## config.mk

```make
export PLATFORM = sky130hd
export DESIGN_NAME = booth2_final_adder
export DESIGN_NICKNAME = d
export VERILOG_FILES = /design/src/rtl/booth2_pkg.sv /design/src/rtl/booth2_pipe_stage.sv /design/src/rtl/booth2_final_adder.sv
export SDC_FILE = /design/constraint.sdc
export NUM_CORES = 1
export LEC_CHECK = 0
export BUFFER_PORTS_ARGS = -buffer_cell sky130_fd_sc_hd__buf_4
export CAP_MARGIN = 20
export CORE_AREA = 2 2 122 88
export DETAILED_ROUTE_END_ITERATION = 8
export DIE_AREA = 0 0 124 90
export GPL_TIMING_DRIVEN = 0
export HOLD_SLACK_MARGIN = 0.1
export PLACE_DENSITY = 0.72
export SETUP_SLACK_MARGIN = 0.4
export SYNTH_ARGS = -nofsm -noshare
export SYNTH_HDL_FRONTEND = slang
export SYNTH_SLANG_ARGS = --single-unit
```

## constraint.sdc

```tcl
create_clock -name sys_clk -period 2.1 [get_ports sys_clk]
set_input_delay 0.42 -clock sys_clk [delete_from_list [all_inputs] [get_ports sys_clk]]
set_output_delay 0.42 -clock sys_clk [all_outputs]
set_load 0.005 [all_outputs]
```

## src/rtl/booth2_pkg.sv

```systemverilog
// Shared widths and types for the Booth-2 16x16 multiplier datapath
// (partial-product compressor and final carry-propagate adder).
package booth2_pkg;

  localparam int PP_WIDTH  = 32;
  localparam int ADD_SPLIT = 16;

  typedef logic [PP_WIDTH-1:0] pp_t;

  localparam pp_t ZERO_PROD = '0;

endpackage

```

## src/rtl/booth2_pipe_stage.sv

```systemverilog
// Generic one-entry valid/ready register slice; data loads only when the slice loads.
module booth2_pipe_stage #(
  parameter int DW = 8
) (
  input  logic          clk,
  input  logic          rst_n,
  input  logic          in_valid,
  output logic          in_ready,
  input  logic [DW-1:0] in_data,
  output logic          out_valid,
  input  logic          out_ready,
  output logic [DW-1:0] out_data
);

  // Transfer on valid && ready; accepts when empty or draining this cycle.
  assign in_ready = !out_valid || out_ready;

  always_ff @(posedge clk or negedge rst_n) begin
    if (!rst_n) begin
      out_valid <= 1'b0;
      out_data  <= '0;
    end else if (in_valid && in_ready) begin
      out_valid <= 1'b1;
      out_data  <= in_data;
    end else if (out_ready) begin
      out_valid <= 1'b0;
    end
  end

endmodule

```

## src/rtl/booth2_final_adder.sv

```systemverilog
// Two-stage split carry-propagate adder: low SPLIT bits in stage 1, high bits plus carry in stage 2.
// Optional out_zero flag enabled by defining BOOTH2_FINAL_ADDER_ZERO_FLAG_EN.
module booth2_final_adder
  import booth2_pkg::*;
#(
  parameter int WIDTH = PP_WIDTH,
  parameter int SPLIT = ADD_SPLIT
) (
  input  logic             sys_clk,
  input  logic             sys_rst_n,
  input  logic             in_valid,
  output logic             in_ready,
  input  logic [WIDTH-1:0] in_pp1,
  input  logic [WIDTH-1:0] in_pp2,
  output logic             out_valid,
  input  logic             out_ready,
  output logic [WIDTH-1:0] out_prod
`ifdef BOOTH2_FINAL_ADDER_ZERO_FLAG_EN
  ,
  output logic             out_zero
`endif
);

  localparam int HI_W = WIDTH - SPLIT;
  // Stage 1 word: {hi1, hi2, lo_cout, lo_sum}
  localparam int S1_W = 2 * HI_W + 1 + SPLIT;
`ifdef BOOTH2_FINAL_ADDER_ZERO_FLAG_EN
  localparam int S2_W = WIDTH + 1;
`else
  localparam int S2_W = WIDTH;
`endif

  logic [SPLIT:0]     lo_add;
  logic [S1_W-1:0]    s1_in;
  logic [S1_W-1:0]    s1_data;
  logic               s1_valid;
  logic               s2_ready;

  logic [HI_W-1:0]    s1_hi1;
  logic [HI_W-1:0]    s1_hi2;
  logic               s1_cout;
  logic [SPLIT-1:0]   s1_lo_sum;
  logic [HI_W-1:0]    hi_sum;
  logic [WIDTH-1:0]   prod;
  logic [S2_W-1:0]    s2_in;
  logic [S2_W-1:0]    s2_data;

  assign lo_add = {1'b0, in_pp1[SPLIT-1:0]} + {1'b0, in_pp2[SPLIT-1:0]};
  assign s1_in  = {in_pp1[WIDTH-1:SPLIT], in_pp2[WIDTH-1:SPLIT], lo_add};

  booth2_pipe_stage #(
    .DW(S1_W)
  ) u_stage1 (
    .clk      (sys_clk),
    .rst_n    (sys_rst_n),
    .in_valid (in_valid),
    .in_ready (in_ready),
    .in_data  (s1_in),
    .out_valid(s1_valid),
    .out_ready(s2_ready),
    .out_data (s1_data)
  );

  assign s1_hi1    = s1_data[S1_W-1 -: HI_W];
  assign s1_hi2    = s1_data[SPLIT+1 +: HI_W];
  assign s1_cout   = s1_data[SPLIT];
  assign s1_lo_sum = s1_data[SPLIT-1:0];

  // Carry out of the top bit is dropped: the product is modulo 2^WIDTH.
  assign hi_sum = s1_hi1 + s1_hi2 + HI_W'(s1_cout);
  assign prod   = {hi_sum, s1_lo_sum};

`ifdef BOOTH2_FINAL_ADDER_ZERO_FLAG_EN
  assign s2_in    = {(prod == '0), prod};
  assign out_prod = s2_data[WIDTH-1:0];
  assign out_zero = s2_data[WIDTH];
`else
  assign s2_in    = prod;
  assign out_prod = s2_data;
`endif

  booth2_pipe_stage #(
    .DW(S2_W)
  ) u_stage2 (
    .clk      (sys_clk),
    .rst_n    (sys_rst_n),
    .in_valid (s1_valid),
    .in_ready (s2_ready),
    .in_data  (s2_in),
    .out_valid(out_valid),
    .out_ready(out_ready),
    .out_data (s2_data)
  );

endmodule

```

==> results.md, run 1 <==
Placement:
- The half-perimeter wire length of the detailed placement result is 9.20 mm.
- The weighted congestion at the end of routability-driven global placement is 0.891.
- Prior to clock tree synthesis, the placed netlist has a worst setup slack of -297 ps.
- The count of input and output buffers is 101.

Pwr:
- The power consumption is 6.06 mW.
- Power spread over the standard cell area amounts to 946 nW/µm².
- IR analysis of the VDD net gives a maximum drop of 0.471 mV.
- The leakage component of the power is 3.05 nW.

Final layout:
- In the layout the commonest cells are sky130_fd_sc_hd__nand2_1, sky130_fd_sc_hd__buf_4, sky130_fd_sc_hd__dfrtp_1, sky130_fd_sc_hd__o21ai_0, sky130_fd_sc_hd__a21oi_1.
- From synthesis to final layout, the design area changed by 39.8%.
- The number of antenna cells inserted is 0.
- The library cell used most frequently in the layout, excluding fill and tap cells, is sky130_fd_sc_hd__nand2_1.
- The net count reported at finish is 728.
- Of the cells placed in the final design, the portion with a size suffix greater than 1 is 0.366.

Drt:
- The via count normalized by instance count is 5.39.
- The mean routed wirelength per cell is 16.5 µm.
- The number of remaining DRC errors is 0.
- The remaining antenna violation count is 0.
- The count of vias placed by the detailed router is 4118.
- The iteration-0 DRC count of the detailed router is 316.
- The routed wire length is 12.6 mm.
- Before antenna repair, the detailed router went through 5 iterations.

Clock tree:
- The later pin in the worst-skew pair is clocked with a latency of 340 ps.
- The clock sink count is 83.
- TritonCTS built the clock tree.
- The clock passes through at most 2 buffers.
- The total CTS buffers is 9.
- The CTS root buffer is sky130_fd_sc_hd__clkbuf_16.
- The H-tree was split into 3 levels.
- After clock tree synthesis, the clock-pin slew on the worst setup and hold paths is 70 ps.

Synthesis:
- For this run, the register share of the synthesized area comes to 0.453.
- Synthesis produced a netlist with a net count of 597.
- The post-synthesis cell count is 496.
- Counting flops and latches in the post-synthesis netlist gives 83.
- The async set or reset register ratio after synthesis is 1.00.
- The post-synthesis cell area is 4580 µm².
- The count of yosys warnings during synthesis is 0.
- In this run, synthesis inferred 0 flip-flops with an integrated enable.
- The average size of a mapped cell is 9.24 µm².
- The distinct cell type count of the synthesized netlist is 47.
- The most used flip-flop cell after synthesis is sky130_fd_sc_hd__dfrtp_1.

Global routing:
- The overall global routing resource usage is 0.233.
- The first-pass GRT wire length is 20.1 mm.
- Summed over all layers, the global routing overflow is 0.
- The initial antenna violation count is 0.
- The number of global-route vias before repair was 3945.
- The maximum number of pins on one net before global-route repair is 84.

Floorplan:
- In this run the count of I/O pins placed on the die edge is 102.
- The overall die width is 124 µm.
- The height of the die is 90 µm.
- The region available for standard cell placement spans 10100 µm².
- Row generation in the floorplan step produced 31 rows.
- The die covers 11200 µm².
- The starting utilization of the core area is 0.454.

Hold path:
- In this run the most critical hold path is launched from in_pp2[30].
- The path class of the lowest-slack min-delay path is input pin to flip-flop.

Worst setup path:
- The signal on the critical path passes through fa_2 -> inv_2 -> fa_2 -> nand2b_4 -> a21oi_4 -> a41oi_2 -> and2_4 -> or4_1 -> nand3_1.
- The worst setup path is captured at a flip-flop.
- The critical path starts at u_stage1.out_data[17].
- The critical path's largest stage delay is 400 ps.
- The reg-to-reg critical path startpoint is u_stage1.out_data[17].
- The number of buffers and inverters on the critical path is 1.
- The cell with the most instances on the worst path is sky130_fd_sc_hd__fa_2.
- The largest delay contributor family on the critical path is simple AND/OR/NAND/NOR gates.
- STA puts the critical path data required time at 2380 ps.
- STA classifies the critical path startpoint as a flip-flop.
- The top fanout value on the critical path is 5.
- The critical path in this run is classified as flip-flop to flip-flop.
- The slowest stage of the critical path is the sky130_fd_sc_hd__or4_1 cell.
- Data on the critical path arrives at its endpoint at 2510 ps.

Timing:
- The worst-case headroom to the max-slew limit is 0.642.
- Across the routed clock network, the largest skew measured is 10.3 ps.
- The shortest clock period the worst path allows after layout is 2230 ps.
- Setup repair after global routing could not meet its margin everywhere.
- The hold violation total from the final report is 0.
- The slew at the pin closest to its max-slew limit is 537 ps.
- The final critical-path share of the clock period is 1.06.
- For this run, the top clock speed supported by timing is 448 MHz.
- The max-slew violation count came to 0.
- Setup violations remaining at the end of the flow were counted as 8.
- Once routing completed, OpenROAD measured the worst setup slack at -133 ps.

Status:
- The flow ran to the end, but the final reports show violations.
- The checks that failed: negative setup slack.

Run:
- The number of violations of the max-capacitance limit is 0.
==> stage by stage <==
stage	cell area, µm²	instances	util	TNS [ps]	hold slack (ps)
after floorplan	4780	496	-	-24.9	124
after global placement	5700	729	0.565	-2170	451
after detailed placement	5700	729	0.565	-3010	464
after CTS	6210	755	0.616	-287	263
after global routing	6400	764	0.635	-1480	263
final	6400	764	0.635	-661	266
==> metal layers <==
metal	GRT usage	part of all wire	up-vias
li1	-	-	1986
met1	0.362	0.49	1983
met2	0.335	0.44	141
met3	0.0482	0.063	8
met4	0.0449	0.0085	0
met5	0	0	-
==> layout make-up <==
| cell class | count | area [µm²] |
|---|---|---|
| flip-flops and latches | 83 | 2080 |
| multi-input cells | 385 | 2760 |
| repair buffers | 120 | 953 |
| inverters | 7 | 26.3 |
| plain buffers | 21 | 124 |
| clock inverters | 6 | 65.1 |
| well taps | 132 | 165 |
| clock buffers | 10 | 239 |
| fillers | 872 | 3680 |
==> sequential cells by signal, indices dropped and copies added, names as in the netlist <==
signal and flops:
u_stage1.out_data 49, u_stage1.out_valid 1, u_stage2.out_data 32, u_stage2.out_valid 1
==> cells by family after synthesis <==
| family | synth area share |
|---|---|
| mux | 0.0494 |
| flops | 0.453 |
| fa+ha+maj | 0.0950 |
| compound gates | 0.155 |
| buf+inv | 0.0243 |
| simple gates | 0.185 |
| xor+xnor | 0.0382 |
==> final timing paths <==
path	cells after the start	slack, ps	to
min reg2reg	2	480	u_stage1.out_data[3]
max	9	-130	u_stage2.out_data[26]
min in group asynchronous	2	540	u_stage2.out_data[21]
max reg2reg	9	-130	u_stage2.out_data[26]
max in group asynchronous	3	950	u_stage2.out_data[8]
min	3	270	u_stage1.out_data[31]
==> where the power goes <==
| group | internal (mW) | switching, mW |
|---|---|---|
| registers | 1.99 | 0.247 |
| logic | 1.14 | 1.07 |
| clock network | 0.953 | 0.655 |
==> Yosys cell counts (all sizes together), types with 2 or more instances <==
cell type	instances	area [µm²]
nand2	146	548
dfrtp	83	2080
o21ai	44	220
ha	30	375
a21oi	27	143
clkbuf	18	70.1
mux2	18	206
nor2	11	41.3
xnor2	11	96.3
nand2b	10	62.6
nand4	9	56.3
xor2	9	78.8
a21o	7	52.6
inv	7	26.3
nand3	5	25.0
nor3	5	25.0
a211oi	4	30.0
a41oi	4	35.0
o21a	4	30.0
o31ai	4	30.0
a31oi	3	18.8
and2	3	18.8
buf	3	15.0
fa	3	60.1
o211ai	3	22.5
or4	3	22.5
mux2i	2	20.0
o21bai	2	15.0
o22ai	2	12.5
o311ai	2	17.5
or2	2	12.5
==> timing repair <==
| item | in CTS | in global routing |
|---|---|---|
| pin swaps | 35 | 26 |
| setup endpoints to repair | 71 | 43 |
| endpoints found under the hold margin | 0 | 26 |
| setup buffers | 10 | 7 |
| cloned | 0 | 0 |
| gates resized for setup | 40 | 28 |
| hold buffers | 0 | 1 |
==> worst min-delay path: cells and delay by family <==
family | cells | cell delay (ps)
and+or+nand+nor | 2 | 90
buffers and inverters | 1 | 70
(Power assumes the default switching activity.)
==> run 2: changes to the inputs <==
--- a/config.mk
+++ b/config.mk
@@ -5,11 +5,13 @@
 export SDC_FILE = /design/constraint.sdc
 export NUM_CORES = 1
 export LEC_CHECK = 0
+export ABC_AREA = 1
 export BUFFER_PORTS_ARGS = -buffer_cell sky130_fd_sc_hd__buf_4
 export CAP_MARGIN = 20
-export CORE_AREA = 2 2 122 88
+export CORE_AREA = 2 2 127 92
+export CTS_CLUSTER_SIZE = 8
 export DETAILED_ROUTE_END_ITERATION = 8
-export DIE_AREA = 0 0 124 90
+export DIE_AREA = 0 0 129 94
 export GPL_TIMING_DRIVEN = 0
 export HOLD_SLACK_MARGIN = 0.1
 export PLACE_DENSITY = 0.72
==> run 2 against run 1 <==
Compared with the run above:
- the flow now finishes without violations
- cell count up 27%
- largest cell class unchanged
- synthesized cell count up 40%
- clock power down 2%
- first-iteration DRC count down 12%
- hold slack better by 10 ps
- fmax up 17%
- non-clock buffer count down 22
- design area up 0.88%
- count of clock-buffer cells in the layout down 1
- critical path depth up 2
- die area up 8.7%
- global-route usage down 0.98 points
==> results.md, run 2 <==
Synthesis:
- Synthesis produced a netlist with a net count of 797.
- The number of flip-flops and latches in the synthesized netlist is 83.
- After synthesis the cells add up to 5020 µm².
- Yosys mapped a number of flops with a built-in enable equal to 0.
- After technology mapping, the gate count stands at 696.
- The distinct cell type count of the synthesized netlist is 32.
- The async set or reset register ratio after synthesis is 1.00.
- Of the post-synthesis cell area, the dominant cell type holds 0.414.
- By area the synthesized netlist is led by sky130_fd_sc_hd__dfrtp_1, sky130_fd_sc_hd__nand2_1, sky130_fd_sc_hd__ha_1.
- By count the netlist is led by sky130_fd_sc_hd__nand2_1, sky130_fd_sc_hd__dfrtp_1, sky130_fd_sc_hd__inv_1.
- The biggest area contributor in the post-synthesis netlist is sky130_fd_sc_hd__dfrtp_1.
- The sequential share of the synthesized area is 0.414.
- The count of yosys warnings during synthesis is 0.
- The most repeated cell in the gate-level netlist after synthesis is sky130_fd_sc_hd__nand2_1.
- The average size of a mapped cell is 7.21 µm².
- In the synthesized netlist the dominant register cell turns out to be sky130_fd_sc_hd__dfrtp_1.

Timing:
- On the final layout, the worst clock skew is 6.69 ps.
- At the pin with the least slew margin, the transition time is 533 ps.
- Setup repair after global routing could not meet its margin everywhere.
- The shortest clock period the worst path allows after layout is 1910 ps.
- In the finished design, the share of the clock period the worst path needs comes to 0.910.
- The peak clock frequency supported by timing is 523 MHz.
- The max-slew violation count came to 0.
- The hold violation total from the final report came to 0.
- The accumulated negative setup slack is 0 ps.
- Setup violations remaining at the end of the flow were counted as 0.
- The worst-case headroom to the max-slew limit is 0.645.

Floorplan:
- The number of rows created at floorplan is 32.
- Measured along the x axis, the die boundary spans 129 µm.
- The height of the die is 94 µm.
- The die covers 12100 µm².
- The starting utilization of the core area is 0.463.
- The area of the core is 10900 µm².
- During I/O placement, the number of pins put on the boundary was 102.

Pwr:
- In this run the power density over the cells is 955 nW/µm².
- The switching power share of the total is 0.351.
- The switching power total is 2.17 mW.
- The leakage component of the power is 3.64 nW.
- The share of total power dissipated in the clock network is 0.255.
- The peak supply drop is 0.631 mV.
- Of the total power, combinational logic draws 0.372.
- The internal power is 4.00 mW.
- The fraction of power consumed by sequential logic is 0.373.

Drt:
- The count of vias placed by the detailed router is 4681.
- The remaining antenna violation count is 0.
- For this block, the routed nets add up to 13.0 mm of wire.
- The number of remaining DRC errors is 0.
- The mean routed wirelength per cell is 13.4 µm.
- The total iterations of the first detailed-routing run is 7.
- The iteration-0 DRC count of the detailed router is 278.
- After detailed routing, the number of vias per cell comes to 4.83.

Final layout:
- Once layout is complete, the utilization of the core stands at 0.595.
- The final cell count without fillers is 969.
- Relative to the synthesized area, the layout overhead comes to 28.7%.
- Ranked by flip-flop count, first place goes to u_stage1.out_data.
- The number of antenna diodes in the final layout is 0.
- In the layout the commonest cells are sky130_fd_sc_hd__nand2_1, sky130_fd_sc_hd__buf_4, sky130_fd_sc_hd__dfrtp_1, sky130_fd_sc_hd__inv_1, sky130_fd_sc_hd__nand3_1.
- Leaving out fill and tap cells, the most frequent cell in the layout is sky130_fd_sc_hd__nand2_1.
- The largest registers in the layout are u_stage1.out_data: 49 flops, u_stage2.out_data: 32 flops.
- At the end of the flow, the number of nets in the layout was 912.
- The number of flip-flops under the largest register name is 49.
- Of the cells placed in the final design, the portion with a size suffix greater than 1 is 0.235.
- The number of fill cells in the layout is 1031.

Placement:
- At the end of routability-driven placement, the weighted congestion stood at 0.930.
- Once placement completed, the tool counted placed cells totaling 950.
- The count of input and output buffers is 101.
- Detailed placement ended at an HPWL of 9.97 mm.

Clock tree:
- The clock insertion delay at the later pin of the skew report is 340 ps.
- The deepest level of the CTS H-tree is 3.
- The maximum count of clock buffers along a single path is 2.
- CTS placed an instance of sky130_fd_sc_hd__clkbuf_16 at the clock tree root.
- The clock tree from TritonCTS is built.
- After clock tree synthesis, the clock-pin slew on the worst setup and hold paths is 60 ps.
- The number of clock buffers added by TritonCTS is 9.
- The clock sink count is 83.

Hold path:
- The start point of the worst min-delay path is in_pp2[21].
- The path class of the lowest-slack min-delay path is input pin to flip-flop.
- The endpoint of the worst hold-timing path is u_stage1.out_data[22].
- The depth of the worst hold-timing path is 3.

Worst setup path:
- The worst setup path is captured at a flip-flop.
- The startpoint-to-endpoint class of the critical path is flip-flop to flip-flop.
- The worst setup path is launched from a flip-flop.
- The arrival time of data at the critical path endpoint is 2190 ps.
- The endpoint identified for the worst register-to-register timing path is u_stage2.out_data[28].
- Walking the worst path, the cells encountered are fa_2 -> inv_2 -> fa_2 -> inv_2 -> nand3_2 -> nand3_2 -> nand3_1 -> nand3_1 -> nand2_1 -> nand3_1 -> nand2_1.
- The most numerous cell type found on the critical path is sky130_fd_sc_hd__nand3_1.
- The critical path's largest stage delay is 450 ps.
- Across all register-to-register paths, the minimum setup slack is 190 ps.
- For this design, the slowest cell found on the critical path is sky130_fd_sc_hd__fa_2.
- Along the worst path, the maximum fanout reaches 3.
- The critical path data required time is 2380 ps.
- The number of cells on the worst reg-to-reg path is 11.
- The startpoint identified for the worst register-to-register timing path is u_stage1.out_data[16].

Global routing:
- The first global-routing pass estimated 21.1 mm of wire.
- The total overflow reported by the global router is 0.
- The overall global routing resource usage is 0.223.
- Entering global routing, the biggest net connects 84 pins.
- The number of global-route vias before repair is 4380.
- The initial antenna violation count was 0.

Run:
- The number of violations of the max-capacitance limit is 0.

Status:
- The run finished with clean final reports.
[run 2: cell types whose count changed after synthesis, moves of 16 or more]
cell                       delta
sky130_fd_sc_hd__o21ai_0     -28
sky130_fd_sc_hd__nand3_1     +29
sky130_fd_sc_hd__nand2_1    +185
sky130_fd_sc_hd__clkbuf_1    -16
sky130_fd_sc_hd__mux2_2      -17
sky130_fd_sc_hd__inv_1       +76
[run 2: worst max-delay path: cells and delay by family (launching register included)]
family                     cells  cell delay [ps]
adders and majority gates      2              660
and+or+nand+nor                7              650
DFF                            1              400
buffers and inverters          2              130
[run 2: layer usage]
| layer | share of wire | vias to the layer above | global-route usage | wire (µm) |
|---|---|---|---|---|
| met5 | 0 | - | 0 | 0 |
| met4 | 0.015 | 0 | 0.0616 | 199 |
| met3 | 0.058 | 17 | 0.0478 | 748 |
| met2 | 0.43 | 131 | 0.325 | 5590 |
| met1 | 0.50 | 2168 | 0.333 | 6420 |
| li1 | - | 2365 | - | - |
[run 2: kinds of logic after synthesis]
kind of cell / share of synthesized area
and+or+nand+nor: 0.365
buffers and inverters: 0.0825
DFF: 0.414
AOI/OAI and AO/OA: 0.0401
adders and majority gates: 0.0867
xor gates and xnor gates: 0.0122
[run 2: layout make-up]
type | count | area [µm²] | area share
Timing Repair Buffer | 104 | 796 | 0.123
Sequential cell | 83 | 2080 | 0.321
Multi-Input combinational cell | 511 | 2680 | 0.415
Clock buffer | 9 | 225 | 0.0349
Inverter | 87 | 327 | 0.0505
Clock inverter | 7 | 76.3 | 0.0118
Buffer | 15 | 87.6 | 0.0136
Tap cell | 153 | 191 | 0.0296
[run 2: what timing repair did]
| item | CTS | global route |
|---|---|---|
| gates resized for setup | 11 | 20 |
| hold buffers | 0 | 1 |
| endpoints found under the setup margin | 12 | 13 |
| buffers inserted | 0 | 1 |
| hold endpoints to repair | 0 | 11 |
| pin swaps | 4 | 6 |
[run 2: per-stage QoR]
| step | hold WS (ps) | instance area (µm²) | total power, mW | worst slack [ps] |
|---|---|---|---|---|
| floorplan | 124 | 5020 | 3.50 | 404 |
| global placement | 454 | 5970 | 4.39 | 158 |
| detailed placement | 459 | 5970 | 4.45 | 112 |
| CTS | 267 | 6310 | 6.09 | 261 |
| global route | 267 | 6460 | 6.59 | 97.9 |
| finish | 276 | 6460 | 6.17 | 188 |
[run 2: worst max-delay path by stage]
stage	start	to	slack, ps	cells past startpoint
final	u_stage1.out_data[16]	u_stage2.out_data[28]	190	11
after global routing	u_stage1.out_data[16]	u_stage2.out_data[28]	100	11
after CTS	u_stage1.out_data[33]	u_stage2.out_data[24]	260	11
after detailed placement	u_stage1.out_data[16]	u_stage2.out_data[24]	110	11
after global placement	in_pp1[0]	u_stage1.out_data[6]	160	10
after floorplan	u_stage1.out_data[16]	u_stage2.out_data[24]	400	11
[run 2: power groups by stage]
stage / Combinational [mW] / Clock [mW] / Sequential (mW)
finish: 2.29 / 1.57 / 2.30
global route: 2.57 / 1.68 / 2.34
CTS: 2.20 / 1.61 / 2.28
detailed placement: 2.15 / 0 / 2.30
global placement: 2.11 / 0 / 2.28
floorplan: 1.23 / 0 / 2.27
==> run 3: changes to the inputs <==
--- a/config.mk
+++ b/config.mk
@@ -14,8 +14,9 @@
 export DIE_AREA = 0 0 129 94
 export GPL_TIMING_DRIVEN = 0
 export HOLD_SLACK_MARGIN = 0.1
-export PLACE_DENSITY = 0.72
+export PLACE_DENSITY = 0.69
 export SETUP_SLACK_MARGIN = 0.4
 export SYNTH_ARGS = -nofsm -noshare
 export SYNTH_HDL_FRONTEND = slang
 export SYNTH_SLANG_ARGS = --single-unit
+export TNS_END_PERCENT = 20
==> constraint.sdc (replaced) <==
create_clock -name sys_clk -period 2 [get_ports sys_clk]
set_input_delay 0.4 -clock sys_clk [delete_from_list [all_inputs] [get_ports sys_clk]]
set_output_delay 0.4 -clock sys_clk [all_outputs]
set_load 0.005 [all_outputs]
==> run 3 against run 2 <==
Compared with the run above:
- non-clock buffer count increased by 1
- sequential share of layout area increased by 0.30 points
- critical endpoint is now u_stage2.out_data[22]
- clock power increased by 6%
- worst setup slack got worse by 22 ps
- clock skew increased by 2.6 ps
- combinational power increased by 2%
- global-route usage decreased by 0.21 points
- flip-flop and latch count unchanged
- fmax increased by 4.3%
- cell count increased by 0.10%
- design area decreased by 0.93%
- core utilization decreased by 0.55 points
==> results.md, run 3 (synthesized netlist as in run 2, its figures left out) <==
Status:
- The run finished with clean final reports.

Worst setup path:
- The number of cells on the worst reg-to-reg path is 9.
- The top fanout value on the critical path is 4.
- The type of element launching the critical path is a flip-flop.
- The most critical setup path has its endpoint at u_stage2.out_data[22].
- The critical path data required time is 2230 ps.
- The startpoint-to-endpoint class of the critical path is flip-flop to flip-flop.
- The setup slack of the most critical reg-to-reg path is 170 ps.
- Data on the critical path arrives at its endpoint at 2070 ps.
- STA classifies the critical path endpoint as a flip-flop.
- The most critical setup path has its startpoint at u_stage1.out_data[33].
- The reg-to-reg critical path startpoint is u_stage1.out_data[33].
- The worst register-to-register path ends at u_stage2.out_data[22].

Global routing:
- The first global-routing pass estimated 20.7 mm of wire.
- The maximum number of pins on one net before global-route repair is 84.
- The most used routing layer in global routing is met1.
- The number of global-route vias before repair came to 4243.
- The met3 demand-to-capacity share in global routing is 0.0444.
- For this run, global-route usage on met2 was measured as 0.318.
- The initial antenna violation count is 0.
- The total overflow left after global routing is 0.
- In the global route stage, met1 resource usage came out at 0.339.
- The overall global routing resource usage is 0.221.

Timing:
- The hold violation total from the final report came to 0.
- Setup repair after global routing could not meet its margin everywhere.
- Dividing the final minimum period by the clock period gives 0.917.
- The clock arrives with 9.25 ps of skew.
- The slew at the pin closest to its max-slew limit is 476 ps.
- The shortest clock period the worst path allows after layout is 1830 ps.
- The worst-case headroom to the max-slew limit is 0.683.
- The max-slew violation count was 0.
- Setup violations remaining at the end of the flow were counted as 0.
- For the final routed database, the setup TNS stands at 0 ps.
- On the final layout, the worst hold slack is 253 ps.
- The peak clock frequency supported by timing is 545 MHz.

Final layout:
- The most common library cell in the layout ignoring fill and taps is sky130_fd_sc_hd__nand2_1.
- The register with the most flip-flops in the layout has 49 of them.
- Relative to the synthesized area, the layout overhead comes to 27.5%.
- The filler cells instantiated in the layout total 1031.
- 0 antenna diodes ended up in the layout.
- The top cell types in the final layout, fill and taps aside, are sky130_fd_sc_hd__nand2_1, sky130_fd_sc_hd__buf_4, sky130_fd_sc_hd__dfrtp_1, sky130_fd_sc_hd__inv_1, sky130_fd_sc_hd__ha_1.
- Counting flops per register, the top entry is u_stage1.out_data.
- The fraction of final layout cells with drive strength greater than 1 is 0.226.
- For this run, the post-layout net count is 913.
- The largest registers in the layout are u_stage1.out_data: 49 flops, u_stage2.out_data: 32 flops.

Clock tree:
- The maximum count of clock buffers along a single path is 2.
- The deepest level of the CTS H-tree is 3.
- Counting the buffers created by CTS gives 9.
- The tree is rooted in a sky130_fd_sc_hd__clkbuf_16.
- The clock tree from TritonCTS is built.
- At the later pin of the worst-skew pair, clock insertion delay measures 340 ps.
- The clock sink count is 83.
- The clock slew at the register clock pins of the worst setup and hold paths is 60 ps.

Drt:
- The routed wire length is 12.9 mm.
- The via count normalized by instance count is 4.75.
- For this run, the detailed router's first-pass iteration total came to 5.
- The iteration-0 DRC count of the detailed router is 334.
- The remaining antenna violation count is 0.
- In the final routed layout, each cell accounts on average for 13.3 µm.
- The routed layout has 4612 vias.
- For this run, design rule violations remaining after detail routing come to 0.

Floorplan:
- The overall die width is 129 µm.
- The die covers 12100 µm².
- Row generation in the floorplan step produced 32 rows.
- The floorplan step set the die height to 94 µm.
- The area of the core is 10900 µm².
- For this configuration, the core starts out at a cell density of 0.463.
- The I/O pin count is 102.

Pwr:
- For this design the ratio of total power to cell area is 1000 nW/µm².
- VDD sags by at most 0.707 mV.
- The leakage component of the power is 3.67 nW.

Placement:
- The half-perimeter wire length of the detailed placement result is 9.94 mm.
- In this run the tool buffered the top-level ports with 101 buffer cells.
- Routability-driven placement finished with a final weighted congestion of 0.952.

Hold path:
- The tightest min-delay check is of the input pin to flip-flop type.
- Along the worst hold path, the cell count comes to 3.

Run:
- The number of violations of the max-capacitance limit is 0.
## run 3: critical path, cell delays in order (launching register included)
cell                      delay, ps
sky130_fd_sc_hd__dfrtp_1        410
sky130_fd_sc_hd__fa_2           450
sky130_fd_sc_hd__inv_2           90
sky130_fd_sc_hd__fa_2           220
sky130_fd_sc_hd__inv_2           50
sky130_fd_sc_hd__nand2_2         70
sky130_fd_sc_hd__nand3_4         80
sky130_fd_sc_hd__or2_1          240
sky130_fd_sc_hd__nand3_1         70
sky130_fd_sc_hd__nand2_1         50
## run 3: where the power goes
group          switching [mW]  internal [mW]
combinational            1.29           1.05
clock                   0.693          0.973
sequential              0.273           2.12
total                    2.26           4.14
## run 3: per-stage QoR
step           cell area, µm²  std cells  worst slack [ps]  utilization  power, mW
2_1_floorplan            5040        696               364            -       3.68
3_3_place_gp             5990        950               140        0.552       4.63
3_5_place_dp             5990        950               121        0.552       4.69
4_1_cts                  6310        966               194        0.581       6.39
5_1_grt                  6400        970              80.6        0.590       6.85
6_report                 6400        970               166        0.590       6.40
## run 3: what timing repair did
action / in CTS / in global routing
buffers inserted: 0 / 2
pin swaps: 3 / 5
setup endpoints to repair: 14 / 15
hold endpoints to repair: 0 / 35
hold buffers: 0 / 1
gates resized for setup: 3 / 9
## run 3: how the worst min path moves through the flow
stage                                        to  slack (ps)                  start
after detailed placement  u_stage2.out_data[15]         460  u_stage1.out_data[15]
after global routing      u_stage1.out_data[26]         260             in_pp2[25]
after global placement    u_stage2.out_data[12]         450  u_stage1.out_data[12]
final                     u_stage1.out_data[32]         250             in_pp2[31]
after floorplan            u_stage1.out_data[0]         100              sys_rst_n
after CTS                 u_stage1.out_data[47]         250             in_pp1[30]
## run 3: per-layer routing
| layer | vias to the layer above | routed length, µm |
|---|---|---|
| met2 | 119 | 5380 |
| met1 | 2117 | 6680 |
| met3 | 11 | 702 |
| met5 | - | 0 |
| met4 | 0 | 122 |
| li1 | 2365 | - |
## run 3: cell type report
cell class	count	area [µm²]	share of cell area
multi-input combinational	511	2610	0.407
buffer	15	87.6	0.0137
sequential	83	2080	0.324
tap	153	191	0.0299
clock inverter	7	76.3	0.0119
timing repair buffer	105	811	0.127
clock buffer	9	225	0.0352
inverter	87	327	0.0510
